===== src/rtl/usb_tx_arbiter.sv =====
// Round-robin packet arbiter feeding the shared USB TX FIFO write port; each packet gets a channel header byte.
// Optional byte-count trailer after each packet when USB_TX_TRAILER_EN is defined.
module usb_tx_arbiter #(
  parameter int          NUM_CH      = 4,
  parameter int          TIMEOUT_CYC = 255,
  parameter logic [3:0]  HDR_TAG     = 4'hA,
  localparam int         CH_W        = $clog2(NUM_CH)
) (
  input  logic                  clk_pll,
  input  logic                  reset,
  input  logic [NUM_CH*8-1:0]   req_data,
  input  logic [NUM_CH-1:0]     req_valid,
  input  logic [NUM_CH-1:0]     req_last,
  output logic [NUM_CH-1:0]     req_ready,
  output logic [7:0]            FIFO_input_data,
  output logic                  FIFO_push_data,
  input  logic                  FIFO_full,
  output logic                  busy,
  output logic [CH_W-1:0]       grant_id,
  output logic                  timeout_err
);

`ifdef USB_TX_TRAILER_EN
  typedef enum logic [1:0] {
    ST_IDLE    = 2'd0,
    ST_HEADER  = 2'd1,
    ST_DATA    = 2'd2,
    ST_TRAILER = 2'd3
  } state_t;
`else
  typedef enum logic [1:0] {
    ST_IDLE    = 2'd0,
    ST_HEADER  = 2'd1,
    ST_DATA    = 2'd2
  } state_t;
`endif

  state_t             state_r, state_nxt_s;
  logic [CH_W-1:0]    grant_id_r, grant_nxt_s;
  logic [CH_W-1:0]    last_grant_r, last_grant_nxt_s;
  logic [15:0]        stall_cnt_r, stall_cnt_nxt_s;
  logic               timeout_err_r, timeout_err_nxt_s;
`ifdef USB_TX_TRAILER_EN
  logic [7:0]         byte_cnt_r, byte_cnt_nxt_s;
`endif

  logic               sel_found_s;
  logic [CH_W-1:0]    sel_idx_s;
  logic [CH_W:0]      cand_s;

  logic               g_valid_s;
  logic               g_last_s;
  logic [7:0]         g_data_s;
  logic [3:0]         gid_nib_s;

  logic               push_s;
  logic [NUM_CH-1:0]  ready_s;
  logic [7:0]         fifo_data_s;

  assign g_valid_s = req_valid[grant_id_r];
  assign g_last_s  = req_last[grant_id_r];
  assign g_data_s  = req_data[{grant_id_r, 3'b000} +: 8];
  assign gid_nib_s = 4'(grant_id_r);

  // Round-robin search: first valid channel starting just above the last granted one.
  always_comb begin
    sel_found_s = 1'b0;
    sel_idx_s   = last_grant_r;
    cand_s      = '0;
    for (int i = 1; i <= NUM_CH; i++) begin
      cand_s = {1'b0, last_grant_r} + (CH_W+1)'(i);
      cand_s = (cand_s >= (CH_W+1)'(NUM_CH)) ? (cand_s - (CH_W+1)'(NUM_CH)) : cand_s;
      if (!sel_found_s && req_valid[cand_s[CH_W-1:0]]) begin
        sel_found_s = 1'b1;
        sel_idx_s   = cand_s[CH_W-1:0];
      end else begin
        sel_found_s = sel_found_s;
      end
    end
  end

  // FIFO write port and per-channel ready, decoded from the current state.
  always_comb begin
    push_s      = 1'b0;
    ready_s     = '0;
    fifo_data_s = 8'h00;
    case (state_r)
      ST_HEADER: begin
        fifo_data_s = {HDR_TAG, gid_nib_s};
        push_s      = !FIFO_full;
      end
      ST_DATA: begin
        fifo_data_s           = g_data_s;
        push_s                = g_valid_s && !FIFO_full;
        ready_s[grant_id_r]   = !FIFO_full;
      end
`ifdef USB_TX_TRAILER_EN
      ST_TRAILER: begin
        fifo_data_s = byte_cnt_r;
        push_s      = !FIFO_full;
      end
`endif
      default: begin
        push_s      = 1'b0;
      end
    endcase
  end

  // Next-state, grant bookkeeping and stall watchdog.
  always_comb begin
    state_nxt_s       = state_r;
    grant_nxt_s       = grant_id_r;
    last_grant_nxt_s  = last_grant_r;
    stall_cnt_nxt_s   = stall_cnt_r;
    timeout_err_nxt_s = timeout_err_r;
`ifdef USB_TX_TRAILER_EN
    byte_cnt_nxt_s    = byte_cnt_r;
`endif
    case (state_r)
      ST_IDLE: begin
        if (sel_found_s) begin
          grant_nxt_s     = sel_idx_s;
          state_nxt_s     = ST_HEADER;
          stall_cnt_nxt_s = 16'd0;
`ifdef USB_TX_TRAILER_EN
          byte_cnt_nxt_s  = 8'd0;
`endif
        end else begin
          state_nxt_s = ST_IDLE;
        end
      end
      ST_HEADER: begin
        if (push_s) begin
          state_nxt_s = ST_DATA;
        end else begin
          state_nxt_s = ST_HEADER;
        end
      end
      ST_DATA: begin
        if (push_s) begin
          stall_cnt_nxt_s = 16'd0;
`ifdef USB_TX_TRAILER_EN
          byte_cnt_nxt_s  = byte_cnt_r + 8'd1;
`endif
          if (g_last_s) begin
            last_grant_nxt_s = grant_id_r;
`ifdef USB_TX_TRAILER_EN
            state_nxt_s      = ST_TRAILER;
`else
            state_nxt_s      = ST_IDLE;
`endif
          end else begin
            state_nxt_s = ST_DATA;
          end
        end else if (!g_valid_s) begin
          // The stall that brings the count to TIMEOUT_CYC aborts in the same cycle.
          if (({1'b0, stall_cnt_r} + 17'd1) >= 17'(TIMEOUT_CYC)) begin
            timeout_err_nxt_s = 1'b1;
            last_grant_nxt_s  = grant_id_r;
            stall_cnt_nxt_s   = 16'd0;
            state_nxt_s       = ST_IDLE;
          end else begin
            stall_cnt_nxt_s = stall_cnt_r + 16'd1;
          end
        end else begin
          stall_cnt_nxt_s = stall_cnt_r;
        end
      end
`ifdef USB_TX_TRAILER_EN
      ST_TRAILER: begin
        if (push_s) begin
          state_nxt_s = ST_IDLE;
        end else begin
          state_nxt_s = ST_TRAILER;
        end
      end
`endif
      default: begin
        state_nxt_s = ST_IDLE;
      end
    endcase
  end

  // State and bookkeeping registers with synchronous reset.
  always_ff @(posedge clk_pll) begin
    if (reset) begin
      state_r       <= ST_IDLE;
      grant_id_r    <= CH_W'(NUM_CH - 1);
      last_grant_r  <= CH_W'(NUM_CH - 1);
      stall_cnt_r   <= 16'd0;
      timeout_err_r <= 1'b0;
`ifdef USB_TX_TRAILER_EN
      byte_cnt_r    <= 8'd0;
`endif
    end else begin
      state_r       <= state_nxt_s;
      grant_id_r    <= grant_nxt_s;
      last_grant_r  <= last_grant_nxt_s;
      stall_cnt_r   <= stall_cnt_nxt_s;
      timeout_err_r <= timeout_err_nxt_s;
`ifdef USB_TX_TRAILER_EN
      byte_cnt_r    <= byte_cnt_nxt_s;
`endif
    end
  end

  assign req_ready       = ready_s;
  assign FIFO_push_data  = push_s;
  assign FIFO_input_data = fifo_data_s;
  assign busy            = (state_r != ST_IDLE);
  assign grant_id        = grant_id_r;
  assign timeout_err     = timeout_err_r;

endmodule


===== config.mk =====
export PLATFORM = sky130hd
export DESIGN_NAME = usb_tx_arbiter
export DESIGN_NICKNAME = d
export VERILOG_FILES = /design/src/rtl/usb_tx_arbiter.sv
export SDC_FILE = /design/constraint.sdc
export NUM_CORES = 1
export LEC_CHECK = 0
export ABC_AREA = 1
export BUFFER_PORTS_ARGS = -buffer_cell sky130_fd_sc_hd__buf_2
export CORE_UTILIZATION = 45
export DETAILED_ROUTE_END_ITERATION = 10
export PLACE_DENSITY_LB_ADDON = 0.08
export SLEW_MARGIN = 20
export SYNTH_ARGS = -nofsm -noshare
export SYNTH_HDL_FRONTEND = slang
export SYNTH_SLANG_ARGS = --single-unit

===== constraint.sdc =====
create_clock -name clk_pll -period 3.1 [get_ports clk_pll]
set_input_delay 0.155 -clock clk_pll [delete_from_list [all_inputs] [get_ports clk_pll]]
set_output_delay 0.155 -clock clk_pll [all_outputs]
set_load 0.02 [all_outputs]

# Yosys cells after proc, flatten, opt, wreduce, memory -nomap -nowiden
# Cells that the tools add are included.
# word_totals
word_cells	100
out_inout_bits	17
reg_bits	23
in_bits	43
# op_classes
n_eq_ne	7
n_shift	1
n_reduce_logical	18
muxes	45
add_sub_neg	10
order_cmp	11
n_bitwise	3
# ops
operator	count
16-bit 2-to-1 mux	4
2-bit 2-to-1 mux	17
16-bit case mux with 2 select lines	1
32-bit by 6-bit variable part select with 8-bit output	1
16-bit by 1-bit adder with 17-bit output (second input constant)	1
17-bit by 8-bit greater-or-equal comparator with 1-bit output (second input constant)	1
16-bit by 1-bit adder with 16-bit output (second input constant)	1
8-bit case mux with 2 select lines	1
2-bit by 3-bit less-than comparator with 1-bit output (second input constant)	5
1-bit binary-select mux with 2-bit select	6
3-bit greater-or-equal comparator (second input constant)	4
1-bit 2-to-1 mux	12
4-bit AND reduction	2
2-bit by 1-bit subtractor with 2-bit output (second input constant)	4
2-bit by 2-bit adder with 3-bit output (second input constant)	2
3-bit != test (second input constant)	2
2-bit case mux with 3 select lines	1
2-bit nonzero test	3
1-bit logical AND	5
4-bit AND	1
1-bit logical NOT	4
4-bit 2-to-1 mux	1
2-bit != test (second input constant)	2
2-bit AND reduction	2
11 further kinds	12

# Longest topological paths before layout
# depth
word_depth	17
ltp_mapped	15
depth_no_buf	14

# Worst setup path after synthesis
# OpenSTA, ideal clock, no wires.
# synth_path
path_kind	register to register
startpoint	register state_r[0]
endpoint	register state_r[0]
n_path_buf	0
path_stages_with_launch	13
t_required_ns	2.985
setup_ns	0.115
period_less_slack_ns	1.863
path_slack_ns	1.237
arrival_ns	1.748
path_cell_list	dfxtp_1 inv_1 ha_1 inv_1 nor2_1 nand3_1 nand2_1 nand2_2 inv_1 nor2_4 nand3_2 a21oi_1 nor2_1
# synth_via
elab_chain_cells	4
word_cells_on_any_way	10
cone_classes	eq/ne: 4; mux: 4; reduce/logical: 2
# synth_rtl
element	line	text
start: declaration	38	state_t state_r, state_nxt_s;
start signal: assignment	196	state_r <= state_nxt_s;
2-bit equality test or 2-bit by 1-bit equality test with 1-bit output (tied branches)	87	case (state_r)
1-bit case mux with 2 select lines *	87	
via FIFO_push_data	16	output logic FIFO_push_data,
2-bit 2-to-1 mux (tied with other cells)	140	if (push_s) begin
2-bit case mux with 3 select lines or 2-bit AND reduction (tied branches)	--	
# Mark *: on every way through the listed nets, which the timed path passes. The rest lies on a longest branch.
# A chain may end at the register's enable or synchronous reset.

# Final worst setup path
# layout_path
startpoint	register state_r[0]
endpoint	register stall_cnt_r[0]
# layout_via
elab_chain_cells	4
word_cells_on_any_way	10
cone_classes	eq/ne: 4; mux: 3; reduce/logical: 3
# layout_rtl
element	line	text
2-bit equality test or 2-bit by 1-bit equality test with 1-bit output (tied branches)	87, 119	
1-bit case mux with 2 select lines	87	
3-bit != test (no line) or 16-bit 2-to-1 mux (tied branches)	--	
3-bit AND reduction (no line) or 16-bit case mux with 2 select lines (tied branches)	--	
end signal: assignment	199	stall_cnt_r <= stall_cnt_nxt_s;
end: declaration	41	logic [15:0] stall_cnt_r, stall_cnt_nxt_s;
# Several ways; a longest one is shown, not always the timed one.

==> out/results.tsv <==
stage	metric	value	unit
status	run status	finished with violations	
status	failing checks	design-rule violations	
power_and_ir_drop	clock network fraction of total power	25.1	%
synthesis	count of distinct cell types in the synthesized netlist	32	
cts	clock tree from TritonCTS	yes	
grt	pin count of the biggest net entering global routing	18	
grt	vias in the first global route	2187	
timing	final count of hold timing violations	0	
grt	total routing resource utilization after global routing	23.2	%
worst_setup_path	arrival time worst endpoint	2.41	ns
placed_design	PortBufs	59	
power_and_ir_drop	Overall Power	0.761	mW
cts	Clock H-tree levels	1	
timing	f_max	0.454	GHz
cells_and_area	net total in the final layout	462	
timing	unrepaired setup endpoints after global routing	false	
detailed_routing	number of optimization iterations in the first detailed-route pass	7	
detailed_routing	met3 WL post-DR	199	um
cells_and_area	post-layout util	55.8	%
worst_setup_path	first element of the critical path	state_r[0]$_SDFFE_PP0P_	
cts	clk buf depth	2	
grt	global-route wire length before repair	9.37	mm
floorplan	total I/O pin count	60	
placed_design	sum of net half-perimeters after detailed placement	4.31	mm
timing	setup-violating endpoint count in the final report	0	
timing	final worst-path setup slack	0.896	ns
floorplan	overall die height	70.5	um
detailed_routing	number of DRC markers in iteration 0	128	
worst_setup_path	Worst setup EP type	flop	
worst_setup_path	Critical Path Start Type	flop	
detailed_routing	number of remaining DRC errors	2	
worst_setup_path	Crit path required time	3.31	ns
detailed_routing	vias after detailed routing	2434	
cts	worst skew pair latency	0.27	ns
cts	number of sinks handled by clock tree synthesis	23	
synthesis	sequential cell area fraction in the yosys report	21.8	%
floorplan	Std-Cell Rows	24	
cts	number of buffers inserted for hold repair after clock tree synthesis	0	
worst_setup_path	category of the most critical setup path	flop to flop	
cts	clock slew seen by the registers of the worst setup and hold paths	0.08	ns
placed_design	Final Wtd Congestion	0.835	
flow_run	Max-cap violations	0	
power_and_ir_drop	net switching power	0.275	mW
cells_and_area	area of the multi-input gates	1450	um^2
cells_and_area	count of fill cells added during filler insertion	449	
placed_design	cell area after placement	2430	um^2
timing	number of max-slew violations in the final report	0	
floorplan	Floorplan Core Area	4440	um^2
power_and_ir_drop	cell-internal power	0.486	mW
grt	antenna violations before repair	0	
detailed_routing	average detailed-routed wire length per instance	11.7	um
synthesis	Post-Syn Area	2110	um^2
detailed_routing	total routed wire length on the met1 layer	2.65	mm
cts	post-cts resize count	0	
cells_and_area	Reg area	460	um^2
timing	final clock skew	0.00430	ns
worst_setup_path	biggest fanout along the worst timing path	17	
min_path	min-delay src	reset	
detailed_routing	total routed wirelength	5.42	mm
cts	number of buffers added for setup after CTS	0	
timing	max-slew headroom at the worst pin	73.9	%
cells_and_area	layout overhead on the synthesized area	17.6	%
timing	Sum Neg Setup Slack	0	ns
placed_design	Post-Place Worst Slack	0.938	ns
floorplan	chip width	70.5	um
detailed_routing	mean number of vias per cell	5.25	
grt	total congestion overflow after global routing	0	
power_and_ir_drop	power density of the placed cells	307	nW/um^2
timing	minimum clock period	2.20	ns
synthesis	warnings from Yosys	0	
detailed_routing	remaining number of nets flagged by the antenna check after routing	0	
power_and_ir_drop	worst supply voltage drop on vdd	0.000192	V
power_and_ir_drop	switching part of the total	36.1	%
min_path	worst min-delay path class	input pin to flop	
cells_and_area	finished layout cell area	2480	um^2
cells_and_area	number of diodes added for antenna fixing	0	
synthesis	share of the synthesized area in the top cell type	21.8	%
synthesis	Syn Inst Count	355	
cts	Clock Tree Root	sky130_fd_sc_hd__clkbuf_8	
power_and_ir_drop	sequential cell fraction of total power	41.5	%
synthesis	syn avg cell area	5.94	um^2
synthesis	post-synthesis register bit count	23	
detailed_routing	Max Used Layer	met4	
cts	number of clock buffers inserted by TritonCTS	3	
synthesis	most area-consuming cells after synthesis	sky130_fd_sc_hd__dfxtp_1, sky130_fd_sc_hd__nand2_1, sky130_fd_sc_hd__nand3_1	
timing	pin slew with the least headroom to its limit	0.391	ns
power_and_ir_drop	power share of the combinational group	33.3	%
timing	final period utilization	71.1	%
synthesis	Syn Nets	404	
cells_and_area	share of cells above drive strength 1	21.4	%
synthesis	cell taking the most area after synthesis	sky130_fd_sc_hd__dfxtp_1	
floorplan	initial standard-cell utilization of the core	47.5	%
power_and_ir_drop	Pleak	1.18	nW
floorplan	area enclosed by the die boundary	4970	um^2
detailed_routing	WL met2	2.50	mm
worst_setup_path	FF-to-FF Start	state_r[0]$_SDFFE_PP0P_	
layout make-up:
cell class / instances / share of cell area [%]
Multi-Input combinational cell: 281 / 58.3
Inverter: 45 / 6.81
Sequential cell: 23 / 18.6
Clock buffer: 4 / 1.82
Timing Repair Buffer: 59 / 11.9
Tap cell: 52 / 2.62
final timing paths:
path	cells past startpoint	slack (ns)	end
setup / recovery	12	0.90	stall_cnt_r[0]$_SDFFE_PP0P_
hold / removal	2	0.27	stall_cnt_r[2]$_SDFFE_PP0P_
setup reg to reg	12	0.90	stall_cnt_r[0]$_SDFFE_PP0P_
hold reg to reg	2	0.45	timeout_err$_SDFFE_PP0P_
state kept, by name, indices dropped and copies added (netlist names):
register / count
stall_cnt_r: 16
timeout_err: 1
grant_id: 2
state_r: 2
last_grant_r: 2
synthesized netlist by cell type:
cell type / number
sky130_fd_sc_hd__o21ai_1: 2
sky130_fd_sc_hd__nor2_4: 7
sky130_fd_sc_hd__nor2_1: 32
sky130_fd_sc_hd__nand3_2: 6
sky130_fd_sc_hd__o22ai_1: 2
sky130_fd_sc_hd__clkinv_1: 3
sky130_fd_sc_hd__nor3_1: 8
sky130_fd_sc_hd__buf_2: 1
sky130_fd_sc_hd__buf_4: 3
sky130_fd_sc_hd__o221ai_1: 1
sky130_fd_sc_hd__clkbuf_1: 1
sky130_fd_sc_hd__nand3_1: 35
sky130_fd_sc_hd__buf_1: 1
sky130_fd_sc_hd__a22oi_1: 8
sky130_fd_sc_hd__inv_2: 2
sky130_fd_sc_hd__o21ai_0: 8
sky130_fd_sc_hd__xnor2_1: 1
sky130_fd_sc_hd__ha_1: 6
sky130_fd_sc_hd__nand2_2: 4
sky130_fd_sc_hd__xor2_1: 3
sky130_fd_sc_hd__a31oi_1: 2
sky130_fd_sc_hd__a21oi_1: 20
sky130_fd_sc_hd__a22o_1: 4
sky130_fd_sc_hd__dfxtp_1: 23
sky130_fd_sc_hd__nand2_4: 1
sky130_fd_sc_hd__nand2_1: 114
sky130_fd_sc_hd__inv_1: 40
sky130_fd_sc_hd__nand3b_1: 1
sky130_fd_sc_hd__nand4_1: 5
sky130_fd_sc_hd__a221oi_1: 4
sky130_fd_sc_hd__and2_1: 1
sky130_fd_sc_hd__nor2_2: 6
per-stage QoR:
| step | instances | hold slack (ns) |
|---|---|---|
| 2_1_floorplan | 355 | 0.445 |
| 3_3_place_gp | 460 | 0.443 |
| 3_5_place_dp | 460 | 0.443 |
| 4_1_cts | 464 | 0.261 |
| 5_1_grt | 464 | 0.281 |
| 6_report | 464 | 0.270 |
power by group through the flow:
stage	combinational, mW	clock (mW)	sequential [mW]
after floorplan	0.181	0	0.321
after global routing	0.285	0.203	0.318
after global placement	0.249	0	0.323
after detailed placement	0.252	0	0.323
final	0.254	0.191	0.316
after CTS	0.253	0.197	0.316
cell usage in the layout (no fill, tap or decap), types with 2 or more instances in the layout:
| cell | Yosys | final |
|---|---|---|
| sky130_fd_sc_hd__a21oi_1 | 20 | 20 |
| sky130_fd_sc_hd__a221oi_1 | 4 | 4 |
| sky130_fd_sc_hd__a22o_1 | 4 | 4 |
| sky130_fd_sc_hd__a22oi_1 | 8 | 8 |
| sky130_fd_sc_hd__a31oi_1 | 2 | 2 |
| sky130_fd_sc_hd__buf_2 | 1 | 59 |
| sky130_fd_sc_hd__clkbuf_8 | 0 | 3 |
| sky130_fd_sc_hd__clkinv_1 | 3 | 3 |
| sky130_fd_sc_hd__dfxtp_1 | 23 | 23 |
| sky130_fd_sc_hd__ha_1 | 6 | 6 |
| sky130_fd_sc_hd__inv_1 | 40 | 40 |
| sky130_fd_sc_hd__inv_2 | 2 | 2 |
| sky130_fd_sc_hd__nand2_1 | 114 | 114 |
| sky130_fd_sc_hd__nand2_2 | 4 | 4 |
| sky130_fd_sc_hd__nand3_1 | 35 | 35 |
| sky130_fd_sc_hd__nand3_2 | 6 | 6 |
| sky130_fd_sc_hd__nand4_1 | 5 | 5 |
| sky130_fd_sc_hd__nor2_1 | 32 | 32 |
| sky130_fd_sc_hd__nor2_2 | 6 | 6 |
| sky130_fd_sc_hd__nor2_4 | 7 | 7 |
| sky130_fd_sc_hd__nor3_1 | 8 | 8 |
| sky130_fd_sc_hd__o21ai_0 | 8 | 8 |
| sky130_fd_sc_hd__o21ai_1 | 2 | 2 |
| sky130_fd_sc_hd__o22ai_1 | 2 | 2 |
| sky130_fd_sc_hd__xor2_1 | 3 | 3 |
critical path: stages, from the launching register on:
cell                      delay, ns
sky130_fd_sc_hd__dfxtp_1       0.35
sky130_fd_sc_hd__inv_1         0.09
sky130_fd_sc_hd__ha_1          0.21
sky130_fd_sc_hd__inv_1         0.12
sky130_fd_sc_hd__nor2_1        0.14
sky130_fd_sc_hd__nand3_1       0.10
sky130_fd_sc_hd__nand2_1       0.10
sky130_fd_sc_hd__nand2_2       0.10
sky130_fd_sc_hd__nand2_4       0.10
sky130_fd_sc_hd__nand3_2       0.28
sky130_fd_sc_hd__inv_1         0.33
sky130_fd_sc_hd__nand3_1       0.11
sky130_fd_sc_hd__a21oi_1       0.13
routing by layer:
layer / up-vias / track usage, %
li1: 1274 / -
met1: 1100 / 30.9
met5: - / 0
met2: 51 / 39.3
met4: 0 / 4.99
met3: 9 / 3.61
kinds of logic after synthesis:
family	count (synthesis)	synth area share (%)
xor+xnor	4	1.66
fa+ha+maj	6	3.56
flops	23	21.8
compound gates	51	14.9
simple gates	220	48.4
buf+inv	51	9.67
Note: power is estimated with default switching activity, not from simulation.
